==> config.mk <==
export PLATFORM = sky130hd
export DESIGN_NAME = apple_spawn_gen
export DESIGN_NICKNAME = d
export VERILOG_FILES = /design/src/rtl/apple_spawn_gen.sv
export SDC_FILE = /design/constraint.sdc
export NUM_CORES = 1
export LEC_CHECK = 0
export CAP_MARGIN = 0
export CORE_MARGIN = 1.5
export CORE_UTILIZATION = 48
export CTS_CLUSTER_SIZE = 12
export DETAILED_ROUTE_END_ITERATION = 6
export GPL_TIMING_DRIVEN = 0
export HOLD_SLACK_MARGIN = 0.15
export PLACE_DENSITY_LB_ADDON = 0.08
export SYNTH_ARGS = -nofsm -noshare
export SYNTH_HDL_FRONTEND = slang
export SYNTH_SLANG_ARGS = --single-unit
==> constraint.sdc <==
create_clock -name clk -period 2.8 [get_ports clk]
set_input_delay 0.56 -clock clk [delete_from_list [all_inputs] [get_ports clk]]
set_output_delay 0.56 -clock clk [all_outputs]
set_load 0.005 [all_outputs]
==> src/rtl/apple_spawn_gen.sv <==
`default_nettype none
// ============================================================================
// Module   : apple_spawn_gen
// Brief    : LFSR-driven generator of a legal, registered apple spawn cell.
// Revision : 1.0 - initial release
// ============================================================================
module apple_spawn_gen #(
    parameter int          GRID_W = 64,
    parameter int          GRID_H = 48,
    parameter int          MARGIN = 1,
    parameter logic [15:0] SEED   = 16'hACE1
) (
    input  logic       clk,
    input  logic       reset,
    input  logic       freeze,
    input  logic [6:0] head_x,
    input  logic [5:0] head_y,
    input  logic [6:0] apple_x,
    input  logic [5:0] apple_y,
    output logic [6:0] x_start_grid,
    output logic [5:0] y_start_grid,
    output logic       pos_valid,
    output logic [7:0] reject_cnt
);

    localparam logic [15:0] c_TAPS  = 16'hB400;
    localparam logic [7:0]  c_X_MIN = 8'(MARGIN);
    localparam logic [7:0]  c_X_MAX = 8'(GRID_W - 1 - MARGIN);
    localparam logic [7:0]  c_Y_MIN = 8'(MARGIN);
    localparam logic [7:0]  c_Y_MAX = 8'(GRID_H - 1 - MARGIN);
    localparam logic [6:0]  c_X_RST = 7'(GRID_W / 4);
    localparam logic [5:0]  c_Y_RST = 6'(GRID_H / 4);

    typedef enum logic [0:0] {
        ST_INIT = 1'b0,
        ST_RUN  = 1'b1
    } state_t;

    state_t      r_state, w_state_next;
    logic [15:0] r_lfsr, w_lfsr_next;
    logic [6:0]  r_x, w_x_next;
    logic [5:0]  r_y, w_y_next;
    logic        r_valid, w_valid_next;
    logic [7:0]  r_rcnt, w_rcnt_next;

    logic [6:0]  w_cx;
    logic [5:0]  w_cy;
    logic [7:0]  w_cx8, w_cy8;
    logic        w_in_bounds;
    logic        w_hit_head;
    logic        w_hit_apple;
    logic        w_accept;

    assign w_cx  = r_lfsr[6:0];
    assign w_cy  = r_lfsr[13:8];
    assign w_cx8 = {1'b0, w_cx};
    assign w_cy8 = {2'b00, w_cy};

    assign w_in_bounds = (w_cx8 >= c_X_MIN) && (w_cx8 <= c_X_MAX) &&
                         (w_cy8 >= c_Y_MIN) && (w_cy8 <= c_Y_MAX);
    assign w_hit_head  = (w_cx == head_x)  && (w_cy == head_y);
    assign w_hit_apple = (w_cx == apple_x) && (w_cy == apple_y);
    assign w_accept    = w_in_bounds && !w_hit_head && !w_hit_apple;

    // All-zero is a lock-up state of the LFSR; recover by reloading the seed.
    always_comb begin
        if (r_lfsr == 16'h0000) begin
            w_lfsr_next = SEED;
        end else begin
            w_lfsr_next = {1'b0, r_lfsr[15:1]} ^ (r_lfsr[0] ? c_TAPS : 16'h0000);
        end
    end

    always_comb begin
        w_state_next = r_state;
        w_x_next     = r_x;
        w_y_next     = r_y;
        w_valid_next = r_valid;
        w_rcnt_next  = r_rcnt;
        case (r_state)
            ST_INIT: begin
                if (w_accept) begin
                    w_x_next     = w_cx;
                    w_y_next     = w_cy;
                    w_valid_next = 1'b1;
                    w_state_next = ST_RUN;
                end
            end
            ST_RUN: begin
                if (!freeze) begin
                    if (w_accept) begin
                        w_x_next    = w_cx;
                        w_y_next    = w_cy;
                        w_rcnt_next = 8'd0;
                    end else if (r_rcnt != 8'hFF) begin
                        w_rcnt_next = r_rcnt + 8'd1;
                    end
                end
            end
            default: begin
                w_state_next = ST_INIT;
            end
        endcase
    end

    always_ff @(posedge clk or negedge reset) begin
        if (!reset) begin
            r_state <= ST_INIT;
            r_lfsr  <= SEED;
            r_x     <= c_X_RST;
            r_y     <= c_Y_RST;
            r_valid <= 1'b0;
            r_rcnt  <= 8'd0;
        end else begin
            r_state <= w_state_next;
            r_lfsr  <= w_lfsr_next;
            r_x     <= w_x_next;
            r_y     <= w_y_next;
            r_valid <= w_valid_next;
            r_rcnt  <= w_rcnt_next;
        end
    end

    assign x_start_grid = r_x;
    assign y_start_grid = r_y;
    assign pos_valid    = r_valid;
    assign reject_cnt   = r_rcnt;

endmodule
`default_nettype wire

==> impl_metrics.py <==
metrics = {
    "placement": {
        "dp_worst_setup_slack_ns": -0.0310,
        "placed_cells": 257,
        "place_hpwl_um": 3110,
        "gp_congestion": 0.823,
        "portBuffers": 50,
        "dpl_cell_area_um2": 2490,
    },
    "yosys": {
        "ys_ff_latch": 39,
        "netlist_instances": 159,
        "synth_warnings": 0,
        "synth.avg_cell_area_um2": 12.2,
        "synth_cell_types": 34,
        "syn_nets": 189,
        "synth_top_cell_by_area": "dfrtp_1",
        "synth_top_area_share_pct": 36.2,
        "netlist_top_cells_area": "dfrtp_1, dfstp_2, xor2_1, mux2_4, xnor2_1",
        "ys_seq_area_share_pct": 51.2,
        "synth_area_um2": 1930,
    },
    "global_routing": {
        "grt_usage_pct": 21.1,
        "grt_pass1_wl_um": 6910,
        "grt_pass1_vias": 1457,
        "grt-ovfl-total": 0,
        "grt_max_degree": 40,
        "antenna_found_initial": 0,
    },
    "finish": {
        "layout-drive-gt1-share_pct": 21.2,
        "nets": 246,
        "n_fill_cell": 270,
        "final_area_um2": 2570,
        "instances_no_fill": 265,
        "antenna_cells": 0,
        "areaGrowthSynthToFinish_pct": 32.9,
    },
    "power": {
        "leakagePower_nw": 1.02,
        "ir_worst_vdd_uv": 416,
        "powerDensity_nw_per_um2": 474,
    },
    "detailed_routing": {
        "post_drt_wl_per_cell_um": 15.8,
        "num_vias": 1399,
        "antenna_left": 0,
        "wirelength_um": 4180,
        "via_per_inst": 5.28,
        "drt_iter0_markers": 87,
        "drc": 0,
        "dr.pass1.iters": 4,
    },
    "die": {
        "die_w_um": 66.5,
        "die-height_um": 66.5,
        "die_area_um2": 4420,
        "ioPinCount": 51,
        "placeableCoreArea_um2": 3770,
        "start_util_pct": 51.3,
        "rows": 22,
    },
    "sta": {
        "fmax_ghz": 0.395,
        "setup_violations": 0,
        "rsz0062_at_grt": "false",
        "period_share_pct": 90.4,
        "slew_headroom_pct": 37.2,
        "finalHoldViolations": 0,
        "tightest_slew_ns": 0.933,
        "hold_slack_ns": 0.366,
        "fin_ws_ns": 0.268,
        "drv_slew": 0,
        "min_period_ns": 2.53,
        "fin_skew_ns": 0.00226,
    },
    "critical_path": {
        "arrival_ns": 2.71,
        "cp-start-kind": "input pin",
        "worstRegToRegCells": 8,
        "worstSetupPathType": "input pin to flop",
        "worstReg2RegEnd": "x_start_grid[5]",
        "cp_max_fo": 10,
        "r2r_setup_slack_ns": 0.39,
        "crit_start": "apple_y[5]",
        "required_ns": 2.97,
        "r2r-start": "r_lfsr[13]",
        "end_kind": "flop",
        "crit_end": "x_start_grid[5]",
    },
    "clock_network": {
        "cts_tree": "done",
        "cts_hold_buf": 0,
        "cts_root_buf": "clkbuf_8",
        "cts_made_buffers": 5,
        "insertion_delay_ns": 0.29,
        "clockBufferDepth": 2,
        "cts_resized": 0,
        "h-tree-depth": 2,
        "postCtsSetupBuffers": 0,
        "cts_sinks": 39,
        "clkTransAtPathRegs_ns": 0.07,
    },
    "worst_hold_path": {
        "hold_class": "input pin to async pin",
    },
    "run_status": {
        "status": "completed",
    },
    "flow_run": {
        "cap_violations": 0,
    },
}
==> area by class of cell <==
cell class | count | area (um2) | share of cell area (%)
clock inverter | 1 | 5.00 | 0.195
multi-input combinational | 109 | 878 | 34.2
sequential | 39 | 990 | 38.5
timing repair buffer | 50 | 495 | 19.3
clock buffer | 7 | 76.3 | 2.97
buffer | 11 | 65.1 | 2.53
tap | 48 | 60.1 | 2.34
==> state kept, by name, indices dropped and copies added (netlist names) <==
signal / flops
r_state: 1
pos_valid: 1
y_start_grid: 6
reject_cnt: 8
x_start_grid: 7
r_lfsr: 16
==> critical path: stages <==
cell and delay (ns):
clkdlybuf4s50_1 0.42, xor2_1 0.15, nor4_1 0.33, nand4_1 0.16
nor4_2 0.44, a211oi_2 0.14, buf_6 0.20, mux2_4 0.30
==> report_power, final <==
part | internal, mW | switching (mW)
logic | 0.139 | 0.0784
registers | 0.601 | 0.0349
clock network | 0.175 | 0.189
==> routing by layer <==
metal  track usage, %  vias up  share of wire [%]
met4             6.89        0                1.7
li1                 -      662                  -
met2             31.9       38                 47
met1             29.6      690                 47
met3             5.57        9                3.9
met5                0        -                  0
==> per-stage QoR <==
stage / TNS (ns) / total power, mW / utilization (%)
3_5_place_dp: -0.154 / 0.866 / 66.0
5_1_grt: 0 / 1.28 / 68.1
2_1_floorplan: 0 / 0.721 / -
6_report: 0 / 1.22 / 68.1
4_1_cts: 0 / 1.22 / 68.1
3_3_place_gp: -0.00667 / 0.856 / 66.1
==> worst min path at each step <==
stage | start | endpoint | slack [ns] | depth (start not counted)
floorplan | reset | pos_valid | 0.26 | 0
global placement | pos_valid | pos_valid | 0.46 | 1
detailed placement | pos_valid | pos_valid | 0.47 | 1
CTS | reset | r_lfsr[8] | 0.41 | 1
global route | reset | x_start_grid[3] | 0.44 | 1
finish | reset | x_start_grid[3] | 0.37 | 1
==> cells in the final DEF (no fill, tap or decap), types with 2 or more instances in the layout <==
| cell | n |
|---|---|
| nor2b_1 | 2 |
| buf_6 | 3 |
| or2_2 | 7 |
| nor4_1 | 4 |
| nor4_2 | 2 |
| and3_1 | 2 |
| dfstp_2 | 11 |
| nor3_1 | 3 |
| mux2_4 | 9 |
| a31oi_1 | 2 |
| mux2_2 | 4 |
| and4_1 | 3 |
| nand3_1 | 4 |
| nand2_1 | 6 |
| nor2_1 | 7 |
| clkbuf_8 | 5 |
| xnor2_1 | 14 |
| clkbuf_1 | 9 |
| mux2i_1 | 2 |
| dfrtp_1 | 28 |
| or4_1 | 2 |
| buf_2 | 2 |
| nand2b_1 | 4 |
| clkdlybuf4s50_1 | 49 |
| nand4_1 | 4 |
| xor2_1 | 18 |
==> synth_stat cells <==
cell      count
dfrtp_1      28
xor2_1       18
xnor2_1      14
dfstp_2      11
mux2_4        9
clkbuf_1      7
nor2_1        7
or2_2         7
nand2_1       6
mux2_2        4
nand2b_1      4
nand3_1       4
nand4_1       4
nor4_1        4
and4_1        3
buf_6         3
nor3_1        3
a31oi_1       2
and3_1        2
mux2i_1       2
nor2b_1       2
nor4_2        2
or4_1         2
a211oi_1      1
a211oi_2      1
a22o_1        1
a41o_1        1
and2_1        1
and4bb_1      1
buf_2         1
ha_1          1
o21ai_0       1
o21ai_2       1
o21bai_1      1
==> kinds of logic (layout without fill, tap and decap cells) <==
family	after synthesis	in the layout	synth area share (%)
xor gates and xnor gates	32	32	14.5
adders and majority gates	1	1	0.647
and+or+nand+nor	52	52	16.2
DFF	39	39	51.2
muxes	15	15	10.4
buffers and inverters	11	69	3.37
AOI/OAI and AO/OA	9	9	3.75
No activity file was read; power rests on OpenSTA's default activity.
